File: config.mk
export PLATFORM = sky130hd
export DESIGN_NAME = uart_frame_loader
export DESIGN_NICKNAME = d
export VERILOG_FILES = /design/src/rtl/uart_frame_loader.sv
export SDC_FILE = /design/constraint.sdc
export NUM_CORES = 1
export LEC_CHECK = 0
export ABC_AREA = 1
export BUFFER_PORTS_ARGS = -buffer_cell sky130_fd_sc_hd__buf_2
export CORE_ASPECT_RATIO = 0.5
export CORE_MARGIN = 2
export CORE_UTILIZATION = 41
export CTS_BUF_LIST = sky130_fd_sc_hd__clkbuf_8
export CTS_CLUSTER_DIAMETER = 100
export CTS_CLUSTER_SIZE = 14
export DETAILED_ROUTE_END_ITERATION = 6
export GPL_TIMING_DRIVEN = 1
export PLACE_DENSITY = 0.71
export SYNTH_ARGS = -nofsm -noshare
export SYNTH_HDL_FRONTEND = slang
export SYNTH_SLANG_ARGS = --single-unit
File: constraint.sdc
create_clock -name clock -period 4.15 [get_ports clock]
set_input_delay 0.2075 -clock clock [delete_from_list [all_inputs] [get_ports clock]]
set_output_delay 0.2075 -clock clock [all_outputs]
set_load 0.05 [all_outputs]
File: src/rtl/uart_frame_loader.sv
// rtl/uart_frame_loader.sv - assembles UART bytes into RGB pixels and writes them to a frame buffer
module uart_frame_loader #(
    parameter int H_RES          = 320,
    parameter int V_RES          = 240,
    parameter int ADDR_WIDTH     = 17,
    parameter int TIMEOUT_CYCLES = 1000000,
    parameter int TIMEOUT_WIDTH  = 20
) (
    input  logic                  clock,
    input  logic                  reset,
    input  logic                  load_en,
    input  logic                  rx_ready,
    input  logic [7:0]            rx_data,
    output logic                  fb_we,
    output logic [ADDR_WIDTH-1:0] fb_addr,
    output logic [23:0]           fb_wdata,
    output logic                  busy,
    output logic                  frame_done,
    output logic                  timeout_err,
    output logic                  overrun_err
);

    localparam logic [ADDR_WIDTH-1:0]    LAST_ADDR = ADDR_WIDTH'(H_RES * V_RES - 1);
    localparam logic [TIMEOUT_WIDTH-1:0] TERM_CNT  = TIMEOUT_WIDTH'(TIMEOUT_CYCLES - 1);

    typedef enum logic [2:0] {
        IDLE, WAIT_R, WAIT_G, WAIT_B, WRITE, FRAME_DONE
    } state_t;

    state_t                 state, state_nx;
    logic [7:0]             r_q, r_nx, g_q, g_nx, b_q, b_nx;
    logic [TIMEOUT_WIDTH-1:0] tmo_q, tmo_nx;
    logic [ADDR_WIDTH-1:0]  addr_nx;
    logic [23:0]            wdata_nx;
    logic                   we_nx, done_nx, tmo_err_nx, ovr_nx;

    assign busy = (state != IDLE);

    always_comb begin
        state_nx   = state;
        r_nx       = r_q;
        g_nx       = g_q;
        b_nx       = b_q;
        tmo_nx     = tmo_q;
        addr_nx    = fb_addr;
        wdata_nx   = fb_wdata;
        we_nx      = 1'b0;
        done_nx    = 1'b0;
        tmo_err_nx = 1'b0;
        ovr_nx     = 1'b0;
        case (state)
            IDLE: begin
                if (load_en) begin
                    state_nx = WAIT_R;
                    addr_nx  = '0;
                    tmo_nx   = '0;
                end
            end
            WAIT_R: begin
                if (!load_en) begin
                    state_nx = IDLE;
                    addr_nx  = '0;
                end else if (rx_ready) begin
                    r_nx     = rx_data;
                    tmo_nx   = '0;
                    state_nx = WAIT_G;
                end
            end
            WAIT_G: begin
                if (!load_en) begin
                    state_nx = IDLE;
                    addr_nx  = '0;
                end else if (rx_ready) begin
                    g_nx     = rx_data;
                    tmo_nx   = '0;
                    state_nx = WAIT_B;
                end else if (tmo_q == TERM_CNT) begin
                    tmo_err_nx = 1'b1;
                    tmo_nx     = '0;
                    state_nx   = WAIT_R;
                end else begin
                    tmo_nx = tmo_q + 1'b1;
                end
            end
            WAIT_B: begin
                if (!load_en) begin
                    state_nx = IDLE;
                    addr_nx  = '0;
                end else if (rx_ready) begin
                    b_nx     = rx_data;
                    wdata_nx = {r_q, g_q, rx_data};
                    we_nx    = 1'b1;
                    tmo_nx   = '0;
                    state_nx = WRITE;
                end else if (tmo_q == TERM_CNT) begin
                    tmo_err_nx = 1'b1;
                    tmo_nx     = '0;
                    state_nx   = WAIT_R;
                end else begin
                    tmo_nx = tmo_q + 1'b1;
                end
            end
            WRITE: begin
                // a byte arriving while the pixel is being stored has nowhere to go
                ovr_nx = rx_ready;
                tmo_nx = '0;
                if (fb_addr == LAST_ADDR) begin
                    done_nx  = 1'b1;
                    addr_nx  = '0;
                    state_nx = FRAME_DONE;
                end else if (load_en) begin
                    addr_nx  = fb_addr + ADDR_WIDTH'(1);
                    state_nx = WAIT_R;
                end else begin
                    addr_nx  = '0;
                    state_nx = IDLE;
                end
            end
            FRAME_DONE: begin
                ovr_nx   = rx_ready;
                tmo_nx   = '0;
                state_nx = load_en ? WAIT_R : IDLE;
            end
            default: begin
                state_nx = IDLE;
                addr_nx  = '0;
            end
        endcase
    end

    always_ff @(posedge clock or negedge reset) begin
        if (!reset) begin
            state       <= IDLE;
            r_q         <= '0;
            g_q         <= '0;
            b_q         <= '0;
            tmo_q       <= '0;
            fb_addr     <= '0;
            fb_wdata    <= '0;
            fb_we       <= 1'b0;
            frame_done  <= 1'b0;
            timeout_err <= 1'b0;
            overrun_err <= 1'b0;
        end else begin
            state       <= state_nx;
            r_q         <= r_nx;
            g_q         <= g_nx;
            b_q         <= b_nx;
            tmo_q       <= tmo_nx;
            fb_addr     <= addr_nx;
            fb_wdata    <= wdata_nx;
            fb_we       <= we_nx;
            frame_done  <= done_nx;
            timeout_err <= tmo_err_nx;
            overrun_err <= ovr_nx;
        end
    end

    logic unused_b;
    assign unused_b = ^b_q;

endmodule

Word level (Yosys, flattened, before mapping)

Cells that the tools add are included.

Add/subtract/negate cells: 2
Equality and inequality tests: 13
Mux-type cells: 33
Bitwise operators: 1
Reductions and logical operators: 12

Operator list:

| operator              | count |
|---|---|
| $mux 20               | 6 |
| $pmux 20 s4           | 1 |
| $mux 17               | 4 |
| $pmux 17 s4           | 1 |
| $mux 3                | 9 |
| $add 20x1->20 const B | 1 |
| $eq 20x20->1 const B  | 1 |
| $pmux 3 s6            | 1 |
| $add 17x1->17 const B | 1 |
| $eq 17x17->1 const B  | 1 |
| $reduce_and 3->1      | 4 |
| $mux 1                | 11 |
| $ne 2x2->1 const B    | 4 |
| $eq 3x2->1 const B    | 2 |
| $eq 3x3->1 const B    | 2 |
| $reduce_and 5->1      | 1 |
| $reduce_bool 4->1     | 1 |
| $reduce_or 2->1       | 2 |
| $eq 3x1->1 const B    | 1 |
| $logic_not 3->1       | 1 |
| $ne 3x3->1 const B    | 1 |
| $reduce_bool 3->1     | 1 |
| $reduce_or 3->1       | 1 |
| $ne 2x1->1 const B    | 1 |
| other kinds (2)       | 2 |

Flip-flop bits (word level): 84
Output and inout bits: 46

Depth between registers and ports, before layout

Gate-level depths: netlist of the first run.

Depth after elaboration: 5
Gate-level depth with buffers: 10
Depth with buffers taken out: 10

Least setup slack after synthesis of the first run

OpenSTA, ideal clock, no wires.

Kind: reg-to-reg
Start: register fb_addr[0]
End: register fb_addr[10]
Library setup time: 0.118 ns
Arrival time: 1.763 ns
Data required time: 4.032 ns
Path slack: 2.269 ns
Cell stages (with the launch flop): 9
Buffers on the path: 0
Period minus slack after synthesis: 1.881 ns
Cell sequence: dfrtp_1 ha_1 nand2_1 nor2_4 nand2_1 nor3_1 nand2_1 nand3_1 nand2_1

Word-level cells in the longest chain between the ends: 4
Elaborated cells on any way between the ends: 5
Classes of those cells: add/sub (1); eq/ne (1); mux (3)

RTL lines:

| element                | line | text |
|---|---|---|
| from (decl)            | 15   | `output logic [ADDR_WIDTH-1:0] fb_addr,` |
| from (signal assigned) | 150  | `fb_addr <= addr_nx;` |
| $add 17x1->17          | 112  | `addr_nx = fb_addr + ADDR_WIDTH'(1);` |
| $mux 17                | 111  | `end else if (load_en) begin` |
| $mux 17 (*)            | 107  | `if (fb_addr == LAST_ADDR) begin` |
| $pmux 17 s4 (*)        | 51   | `case (state)` |

Every way passes the cells marked *; elsewhere a longest branch is shown, timed or not.
A chain may end at the register's enable or synchronous reset.

Final worst setup path of the first run

Start: register state[2]
End: register fb_wdata[1]

Word-level cells in the longest chain between the ends: 2

RTL lines:

| element                    | line | text |
|---|---|---|
| from (decl)                | 30   | `state_t state, state_nx;` |
| from (signal assigned)     | 145  | `state <= state_nx;` |
| $eq 3x2->1                 | n/a  |  |
| $reduce_and 3->1 (no line) | n/a  |  |
| to (signal assigned)       | 151  | `fb_wdata <= wdata_nx;` |
| to (decl)                  | 16   | `output logic [23:0] fb_wdata,` |

Every way passes these cells.

==> reports/qor.csv, run 1 <==
stage,metric,value,unit
timing,setup TNS,0,ns
clock_network,"Clk Latency, worst-skew pair",0.36,ns
grt,global-route wire length before repair,16800,um
worst_setup_path,Crit Path Max Fanout,33,
synth,syn_nets,606,
cells_and_area,Fillers,1025,
timing,f_max,485,MHz
die,num rows,26,
cells_and_area,Seq. cell area,2100,um2
status,status,"complete, but fails checks",
routing,# DRC,0,
synth,Syn. warnings,0,
routing,first-pass iteration count of the detailed router,5,
clock_network,clock tree sinks,84,
run,# Max-Cap Violations,0,
timing,Final Hold Slack,-0.0131,ns
routing,Via-to-Cell Ratio,4.91,
worst_setup_path,crit path launch type,register,
synth,"Seq/Total Area, Yosys",0.483,
clock_network,TritonCTS Buffers,9,
routing,DR vias,3876,
power,worst vdd ir,0.000350,V
worst_setup_path,CP arrival,2.30,ns
placed_design,Setup WS pre-CTS,2.06,ns
cells_and_area,"commonest non-fill, non-tap cell in the layout",nand2_1,
synth,"Avg Cell Area, Syn",7.36,um2
timing,Max Transition Viols Final,0,
clock_network,clock-pin slew on the worst setup and hold paths,0.10,ns
routing,DRT antenna net count,0,
cells_and_area,"commonest cells after routing, fill and taps aside","nand2_1 (202), dfrtp_1 (84), nor2_1 (80), inv_1 (61), buf_2 (56)",
die,Horiz. Die Dim,150,um
timing,period utilization,0.497,
grt,initial antenna violation count,0,
synth,Post-Syn Area,4350,um2
routing,DRT iter0 DRCs,250,
clock_network,post-cts hold buffer count,0,
worst_setup_path,Crit Path Category,register to register,
clock_network,root buf cell,clkbuf_8,
grt,Tot GR Track Use,0.182,
die,Initial Util,0.424,
routing,drt wl/cell,12.6,um
timing,number of hold violations in the final report,3,
die,die area,11500,um2
cells_and_area,nets,658,
timing,clock skew,0.0126,ns
status,failing checks,negative hold slack,
worst_setup_path,Worst EP required,4.39,ns
clock_network,CTS H-tree depth,3,
power,Pwr per Cell Area,563,nW/um2
timing,Slew HR,0.294,
worst_hold_path,HP Class,primary input to asynchronous set/reset pin,
cells_and_area,diode count,0,
worst_setup_path,Critical path origin,state[2]$_DFFE_PN0P_,
worst_setup_path,worst-path cell chain,inv_2 -> nand2_1 -> nor3_4 -> inv_2 -> nand2_1 -> o21ai_1,
timing,Worst-Margin Slew,1.06,ns
clock_network,CTS max path bufs,2,
synth,Post-synth EDFFs,0,
clock_network,post-CTS setup buffers,0,
synth,"Distinct cells, synth",30,
synth,ys async rst share,1.00,
grt,grt ovf,0,
timing,minimum clock period,2.06,ns
placed_design,RD Place Congestion,0.912,
power,leakage power,2.56,nW
clock_network,post-cts resize count,0,
worst_setup_path,"Slowest-stage cell, CP",nor3_4,
die,I/O Pins,58,
worst_setup_path,worst r2r src,state[2]$_DFFE_PN0P_,
cells_and_area,layout cells sized above 1,0.137,
grt,vias in the first global route,3479,
synth,top-area cell type share of the netlist area,0.483,
placed_design,dpl hpwl,7070,um
synth,Seq cells post-synth,84,
clock_network,TritonCTS clock tree,yes,
die,total core area,10300,um2
cells_and_area,multi-input logic area,1920,um2
synth,Syn Inst Count,592,
synth,dominant cell type by area after synthesis,dfrtp_1,
cells_and_area,final cell utilization of the core,0.479,
cells_and_area,P&R area growth vs syn,13.1,%
worst_setup_path,CP max stage delay,0.55,ns
timing,PnR worst setup slack,2.09,ns
grt,largest net degree at the start of global routing,85,
die,die height,76.9,um
placed_design,Buffers on Ports,57,
timing,setup violators final,0,
synth,Synth Flop Type,dfrtp_1,
routing,Post-Route WL,9930,um
worst_setup_path,endpoint type of the worst setup path,register,
timing,RSZ-0062 raised after global routing,no,
synth,main area contributors after synthesis,"dfrtp_1 (48%), nand2_1 (17%), nor2_1 (6.9%)",
## worst max-delay path: cells and delay by family, from the launching register on
kind,cells,cell delay [ns]
simple gates,3,0.82
buf+inv,2,0.55
flops,1,0.47
compound gates,1,0.07
## cells by family (layout without fill, tap and decap cells)
family          after synthesis  after routing  synth area share
compound gates               49             49            0.0583
xor+xnor                      6              6            0.0121
fa+ha+maj                     2              2           0.00575
buf+inv                      81            138            0.0770
flops                        84             84             0.483
simple gates                370            370             0.364
## area by class of cell
type,count,share of cell area
flip-flops and latches,84,0.427
well taps,140,0.0356
inverters,65,0.0496
clock buffers,9,0.0252
clock inverters,7,0.0150
multi-input cells,427,0.389
repair buffers,57,0.0584
## cell usage after synthesis (all sizes together) (2+ instances only)
cell,instances
xor2,5
nand3,46
clkbuf,2
nor4,2
nor2,86
inv,65
buf,14
dfrtp,84
o21ai,35
nor3,7
nand2,204
nand4,24
a21oi,10
ha,2
## sequential cells by signal (all words and copies together) (netlist names)
name and flops:
tmo_q 20, r_q 8, fb_wdata 24, g_q 8, frame_done 1, overrun_err 1, fb_we 1, fb_addr 17
state 3, timeout_err 1
## per-stage QoR
stage	total power [mW]	cell area, um2	std cells	hold slack [ns]
global placement	2.20	4730	773	0.450
floorplan	1.98	4350	592	-0.0881
detailed placement	2.21	4730	773	0.454
finish	2.77	4920	789	-0.0131
global route	2.97	4920	789	0.0740
CTS	2.80	4920	789	0.0462
## path summary, 6_finish.rpt
path                                       endpoint  slack (ns)  cells past startpoint
setup / recovery            fb_wdata[1]$_DFFE_PN0P_        2.09                      6
max in group asynchronous      tmo_q[9]$_DFFE_PN0P_        3.43                      1
hold reg to reg            fb_wdata[13]$_DFFE_PN0P_        0.48                      2
hold / removal              fb_wdata[5]$_DFFE_PN0P_       -0.01                      1
min in group clock          fb_wdata[6]$_DFFE_PN0P_        0.11                      3
setup reg to reg            fb_wdata[1]$_DFFE_PN0P_        2.09                      6
## where the power goes
part	internal (mW)	switching (mW)	total, mW
Clock	0.238	0.346	0.584
Sequential	1.00	0.113	1.12
Combinational	0.234	0.838	1.07
## metal layers
metal,GRT usage,vias up,wire [um]
met3,0.0488,9,485
met5,0,-,0
li1,-,1989,-
met1,0.259,1771,4830
met2,0.272,107,4510
met4,0.0566,0,104
No activity file was read; power rests on OpenSTA's default activity.
==> run 2: changes to the inputs <==
--- a/config.mk
+++ b/config.mk
@@ -5,7 +5,7 @@
 export SDC_FILE = /design/constraint.sdc
 export NUM_CORES = 1
 export LEC_CHECK = 0
-export ABC_AREA = 1
+export ABC_AREA = 0
 export BUFFER_PORTS_ARGS = -buffer_cell sky130_fd_sc_hd__buf_2
 export CORE_ASPECT_RATIO = 0.5
 export CORE_MARGIN = 2
==> constraint.sdc (replaced) <==
create_clock -name clock -period 2.1 [get_ports clock]
set_input_delay 0.105 -clock clock [delete_from_list [all_inputs] [get_ports clock]]
set_output_delay 0.105 -clock clock [all_outputs]
set_load 0.05 [all_outputs]
==> run 2 against run 1 <==
The run now ends clean. Die area down 7.4%. Count of clock-buffer cells in the layout unchanged. Sequential power grew 96%. Global-route usage fell by 1.7 points. First-iteration DRC count is 22% lower. Critical path depth did not move. Via count decreased by 21%. Register-to-register slack lost 1.9 ns. Highest routed layer unchanged.
==> reports/qor.csv, run 2 <==
stage,metric,value,unit
cells_and_area,max reg flops,24,
synth,"Distinct cells, synth",55,
timing,number of hold violations in the final report,0,
worst_hold_path,critical hold path startpoint,rx_data[3],
grt,vias in the first global route,2771,
synth,most common cell in the synthesized netlist,dfrtp_1,
timing,setup violators final,0,
cells_and_area,"commonest non-fill, non-tap cell in the layout",dfrtp_1,
worst_setup_path,worst-path cell chain,or4_1 -> nor4_4 -> a21oi_4 -> nor2_4 -> buf_12 -> nor2_1,
synth,"Seq/Total Area, Yosys",0.523,
worst_setup_path,"Slowest-stage cell, CP",or4_1,
worst_setup_path,Worst EP required,2.35,ns
timing,setup TNS,0,ns
timing,RSZ-0062 raised after global routing,no,
synth,"Avg Cell Area, Syn",10.7,um2
worst_setup_path,CP max stage delay,0.58,ns
clock_network,CTS H-tree depth,3,
die,total core area,9480,um2
routing,Post-Route WL,8350,um
routing,# DRC,0,
die,Horiz. Die Dim,144,um
worst_setup_path,CP arrival,2.21,ns
synth,Syn. warnings,0,
clock_network,TritonCTS Buffers,9,
cells_and_area,Top Registers,"fb_wdata x24, tmo_q x20, fb_addr x17",
synth,Synth Flop Type,dfrtp_1,
timing,Max Transition Viols Final,0,
routing,first-pass iteration count of the detailed router,4,
run,# Max-Cap Violations,0,
worst_setup_path,Crit Path Category,register to register,
clock_network,root buf cell,clkbuf_8,
clock_network,clock-pin slew on the worst setup and hold paths,0.09,ns
grt,largest net degree at the start of global routing,44,
timing,f_max,510,MHz
power,Pwr per Cell Area,1130,nW/um2
worst_hold_path,worst hold endpoint,r_q[3]$_DFFE_PN0P_,
cells_and_area,P&R area growth vs syn,21.1,%
grt,grt ovf,0,
synth,main area contributors after synthesis,"dfrtp_1 (52%), mux2_2 (11%), nand2_1 (3.8%)",
placed_design,Buffers on Ports,57,
routing,DRT iter0 DRCs,196,
die,I/O Pins,58,
clock_network,"Clk Latency, worst-skew pair",0.36,ns
power,leakage power,2.26,nW
routing,DR vias,3077,
synth,ys async rst share,1.00,
synth,dominant cell type by area after synthesis,dfrtp_1,
worst_setup_path,worst r2r path cells,6,
cells_and_area,nets,463,
status,status,completed,
worst_setup_path,Top delay family on crit path,simple AND/OR/NAND/NOR gates,
cells_and_area,layout cells sized above 1,0.317,
worst_setup_path,endpoint type of the worst setup path,register,
synth,Seq cells post-synth,84,
routing,DRT antenna net count,0,
clock_network,CTS max path bufs,2,
worst_hold_path,HP Class,primary input to register,
grt,global-route wire length before repair,13700,um
power,worst vdd ir,0.000654,V
cells_and_area,Largest Register,fb_wdata,
timing,Slew HR,0.639,
worst_setup_path,Worst Path Buf+Inv,1,
grt,Tot GR Track Use,0.165,
die,num rows,25,
die,Initial Util,0.424,
cells_and_area,diode count,0,
timing,Worst-Margin Slew,0.541,ns
placed_design,RD Place Congestion,0.830,
synth,Post-synth EDFFs,0,
timing,clock skew,0.0149,ns
synth,most instantiated cells after synthesis,"dfrtp_1 (84), nand2_1 (41), mux2_2 (40)",
synth,Syn Inst Count,374,
clock_network,TritonCTS clock tree,yes,
worst_setup_path,Crit Path Max Fanout,12,
die,die height,74.0,um
worst_setup_path,crit path launch type,register,
cells_and_area,"commonest cells after routing, fill and taps aside","dfrtp_1 (82), buf_2 (56), nand2_1 (41), mux2_2 (40)",
die,die area,10700,um2
cells_and_area,final cell utilization of the core,0.513,
synth,Post-Syn Area,4020,um2
timing,minimum clock period,1.96,ns
worst_setup_path,R2R Setup Slk,0.14,ns
routing,drt wl/cell,14.2,um
synth,syn_nets,388,
clock_network,clock tree sinks,84,
synth,top-area cell type share of the netlist area,0.523,
worst_hold_path,number of cells on the worst hold path,2,
routing,Via-to-Cell Ratio,5.22,
grt,initial antenna violation count,0,
worst_setup_path,R2R Path End,tmo_q[11]$_DFFE_PN0P_,
placed_design,dpl hpwl,5660,um
timing,period utilization,0.934,
worst_setup_path,worst r2r src,tmo_q[6]$_DFFE_PN0P_,
run 2: final cells by class:
class	instances	area [um2]
timing repair buffer	80	531
inverter	3	11.3
clock buffer	9	124
fill	862	4610
tap	135	169
clock inverter	7	105
sequential	84	2100
multi-input combinational	271	1820
run 2: cells by family (layout without fill, tap and decap cells):
| kind of cell | count (synthesis) | in the layout | share of synthesized area |
|---|---|---|---|
| mux | 41 | 41 | 0.115 |
| flops | 84 | 84 | 0.523 |
| compound gates | 49 | 49 | 0.0803 |
| simple gates | 167 | 167 | 0.226 |
| xor+xnor | 12 | 12 | 0.0262 |
| buf+inv | 19 | 99 | 0.0237 |
| fa+ha+maj | 2 | 2 | 0.00623 |
run 2: worst max-delay path by stage:
stage / start / cells after the start / end / slack (ns)
finish: tmo_q[6]$_DFFE_PN0P_ / 6 / tmo_q[11]$_DFFE_PN0P_ / 0.14
global route: tmo_q[6]$_DFFE_PN0P_ / 6 / tmo_q[10]$_DFFE_PN0P_ / 0.03
CTS: tmo_q[6]$_DFFE_PN0P_ / 5 / tmo_q[11]$_DFFE_PN0P_ / 0.1
detailed placement: tmo_q[6]$_DFFE_PN0P_ / 5 / tmo_q[16]$_DFFE_PN0P_ / 0.12
global placement: tmo_q[8]$_DFFE_PN0P_ / 5 / tmo_q[9]$_DFFE_PN0P_ / 0.15
floorplan: fb_addr[3]$_DFFE_PN0P_ / 6 / fb_addr[3]$_DFFE_PN0P_ / 0.07
run 2: routing by layer:
metal / routed length, um / global-route usage / vias to the layer above
met5: 0 / 0 / -
met4: 53 / 0.0523 / 0
met3: 331 / 0.0431 / 4
met2: 3700 / 0.246 / 58
met1: 4260 / 0.239 / 1502
li1: - / - / 1513
run 2: stage by stage:
| step | std cells | hold slack [ns] | cell area [um2] | worst slack (ns) | power (mW) |
|---|---|---|---|---|---|
| 5_1_grt | 589 | 0.00492 | 4870 | 0.0310 | 5.75 |
| 6_report | 589 | 0.0220 | 4870 | 0.139 | 5.48 |
| 3_3_place_gp | 564 | 0.124 | 4540 | 0.151 | 4.12 |
| 3_5_place_dp | 564 | 0.131 | 4540 | 0.120 | 4.16 |
| 4_1_cts | 588 | 0.000230 | 4850 | 0.0973 | 5.50 |
| 2_1_floorplan | 374 | -0.191 | 4020 | 0.0657 | 3.65 |
run 2: power by group:
group,leakage [nW],switching (mW),internal [mW]
sequential,1.12,0.188,2.00
clock,0.112,0.635,0.688
combinational,1.02,1.32,0.644
total,2.26,2.15,3.33
run 2: timing repair:
| item | in CTS | in global routing |
|---|---|---|
| hold buffers | 8 | 0 |
| buffers inserted | 0 | 1 |
| setup endpoints to repair | 0 | 9 |
| resized for setup | 0 | 1 |
| endpoints found under the hold margin | 58 | 0 |
==> run 3: changes to the inputs <==
--- a/config.mk
+++ b/config.mk
@@ -9,13 +9,13 @@
 export BUFFER_PORTS_ARGS = -buffer_cell sky130_fd_sc_hd__buf_2
 export CORE_ASPECT_RATIO = 0.5
 export CORE_MARGIN = 2
-export CORE_UTILIZATION = 41
+export CORE_UTILIZATION = 45
 export CTS_BUF_LIST = sky130_fd_sc_hd__clkbuf_8
 export CTS_CLUSTER_DIAMETER = 100
 export CTS_CLUSTER_SIZE = 14
 export DETAILED_ROUTE_END_ITERATION = 6
 export GPL_TIMING_DRIVEN = 1
-export PLACE_DENSITY = 0.71
+export PLACE_DENSITY = 0.63
 export SYNTH_ARGS = -nofsm -noshare
 export SYNTH_HDL_FRONTEND = slang
 export SYNTH_SLANG_ARGS = --single-unit
==> run 3 against run 2 <==
Critical endpoint is now tmo_q[15]$_DFFE_PN0P_. Sequential power about the same. Sequential share of layout area up 0.20 points. First-iteration DRC count down 8.2%. Non-clock buffer count up 2. Critical path type unchanged. Hold slack better by 0.020 ns. Highest routed layer unchanged.
==> reports/qor.csv, run 3 (synthesized netlist as in run 2, its figures left out) <==
stage,metric,value,unit
status,status,completed,
timing,setup violators final,0,
power,Pwr per Cell Area,1120,nW/um2
clock_network,clock tree sinks,84,
cells_and_area,layout cells sized above 1,0.314,
routing,first-pass iteration count of the detailed router,5,
timing,number of hold violations in the final report,0,
grt,global-route wire length before repair,15000,um
worst_hold_path,HP Class,primary input to register,
worst_setup_path,CP arrival,2.24,ns
worst_setup_path,Worst path depth,6,
worst_setup_path,Top delay family on crit path,simple AND/OR/NAND/NOR gates,
timing,Final Hold Slack,0.0422,ns
worst_setup_path,endpoint type of the worst setup path,register,
placed_design,Placed Area,4520,um2
die,I/O Pins,58,
clock_network,root buf cell,clkbuf_8,
clock_network,CTS H-tree depth,3,
timing,f_max,505,MHz
routing,Post-Route WL,8790,um
worst_setup_path,Worst Path Buf+Inv,1,
worst_setup_path,R2R Setup Slk,0.12,ns
worst_setup_path,R2R Path End,tmo_q[15]$_DFFE_PN0P_,
die,Horiz. Die Dim,138,um
worst_setup_path,worst r2r src,tmo_q[8]$_DFFE_PN0P_,
routing,Via-to-Cell Ratio,5.53,
routing,# DRC,0,
cells_and_area,diode count,0,
timing,clock skew,0.00696,ns
cells_and_area,post-route cell area,4840,um2
grt,largest net degree at the start of global routing,49,
timing,period utilization,0.944,
timing,setup TNS,0,ns
routing,DRT antenna net count,0,
routing,Met2 Wirelength,4120,um
cells_and_area,"commonest cells after routing, fill and taps aside","dfrtp_1 (82), buf_2 (56), nand2_1 (41), mux2_2 (40)",
routing,DRT iter0 DRCs,180,
timing,Worst-Margin Slew,0.504,ns
worst_setup_path,worst-path cell chain,or4b_4 -> nor4_4 -> a21oi_4 -> nor2_4 -> buf_12 -> nor2_1,
routing,routed metal-1 wirelength,4010,um
timing,Max Transition Viols Final,0,
cells_and_area,nets,465,
placed_design,Buffers on Ports,57,
die,die height,70.8,um
worst_setup_path,end of the critical path,tmo_q[15]$_DFFE_PN0P_,
clock_network,clock-pin slew on the worst setup and hold paths,0.08,ns
die,total core area,8680,um2
grt,grt ovf,0,
cells_and_area,final cell utilization of the core,0.558,
grt,initial antenna violation count,0,
worst_setup_path,crit path launch type,register,
timing,RSZ-0062 raised after global routing,no,
grt,vias in the first global route,3232,
clock_network,CTS max path bufs,2,
die,die area,9750,um2
timing,Slew HR,0.664,
cells_and_area,Seq. cell area,2100,um2
routing,DR vias,3166,
timing,minimum clock period,1.98,ns
clock_network,"Clk Latency, worst-skew pair",0.37,ns
worst_setup_path,CP max stage delay,0.55,ns
cells_and_area,multi-input logic area,1820,um2
placed_design,dpl hpwl,5950,um
worst_setup_path,worst r2r path cells,6,
clock_network,TritonCTS Buffers,9,
worst_setup_path,Critical path origin,tmo_q[8]$_DFFE_PN0P_,
clock_network,post-cts resize count,0,
cells_and_area,max reg flops,24,
clock_network,TritonCTS clock tree,yes,
cells_and_area,Top Registers,"fb_wdata x24, tmo_q x20, fb_addr x17",
cells_and_area,Fillers,774,
worst_setup_path,Worst EP required,2.36,ns
worst_setup_path,Crit Path Category,register to register,
worst_setup_path,Crit Path Max Fanout,12,
routing,top routing layer used,met4,
worst_setup_path,"Slowest-stage cell, CP",or4b_4,
power,worst vdd ir,0.000794,V
power,leakage power,2.27,nW
cells_and_area,Largest Register,fb_wdata,
grt,Tot GR Track Use,0.195,
power,total power,5.40,mW
cells_and_area,"commonest non-fill, non-tap cell in the layout",dfrtp_1,
run,# Max-Cap Violations,0,
die,Initial Util,0.463,
die,num rows,24,
placed_design,RD Place Congestion,0.847,
routing,metal3 WL,543,um
cells_and_area,P&R area growth vs syn,20.5,%
routing,drt wl/cell,15.4,um
run 3: power breakdown:
part           total, mW  switching [mW]  leakage, nW  internal (mW)
Combinational       1.93            1.31         1.03          0.620
Clock               1.28           0.611        0.110          0.667
Sequential          2.19           0.193         1.12           2.00
run 3: how the worst min path moves through the flow:
stage	from	endpoint	depth (start not counted)
2_1_floorplan	reset	fb_addr[0]$_DFFE_PN0P_	0
3_3_place_gp	reset	fb_addr[2]$_DFFE_PN0P_	1
3_5_place_dp	reset	fb_addr[2]$_DFFE_PN0P_	1
4_1_cts	rx_ready	overrun_err$_DFF_PN0_	3
5_1_grt	rx_ready	timeout_err$_DFF_PN0_	2
6_report	rx_ready	timeout_err$_DFF_PN0_	2
run 3: cell type report:
type                       count  area share
clock buffer                   9      0.0256
clock inverter                 6      0.0181
inverter                       3     0.00232
multi-input combinational    271       0.376
sequential                    84       0.435
tap                          117      0.0302
timing repair buffer          82       0.113
run 3: repair_timing:
action | 4_1_cts | 5_1_grt
endpoints found under the hold margin | 59 | 0
hold buffers | 9 | 0
buffers inserted | 0 | 1
setup endpoints to repair | 0 | 11
run 3: routing by layer:
layer  vias up  track usage
met4         0       0.0745
li1       1508            -
met1      1568        0.255
met5         -            0
met3        12       0.0588
met2        78        0.309
run 3: metrics by stage:
step	instances	setup slack [ns]
CTS	571	0.0687
global route	572	0.0285
detailed placement	547	0.0654
global placement	547	0.161
finish	572	0.118
floorplan	374	0.0657
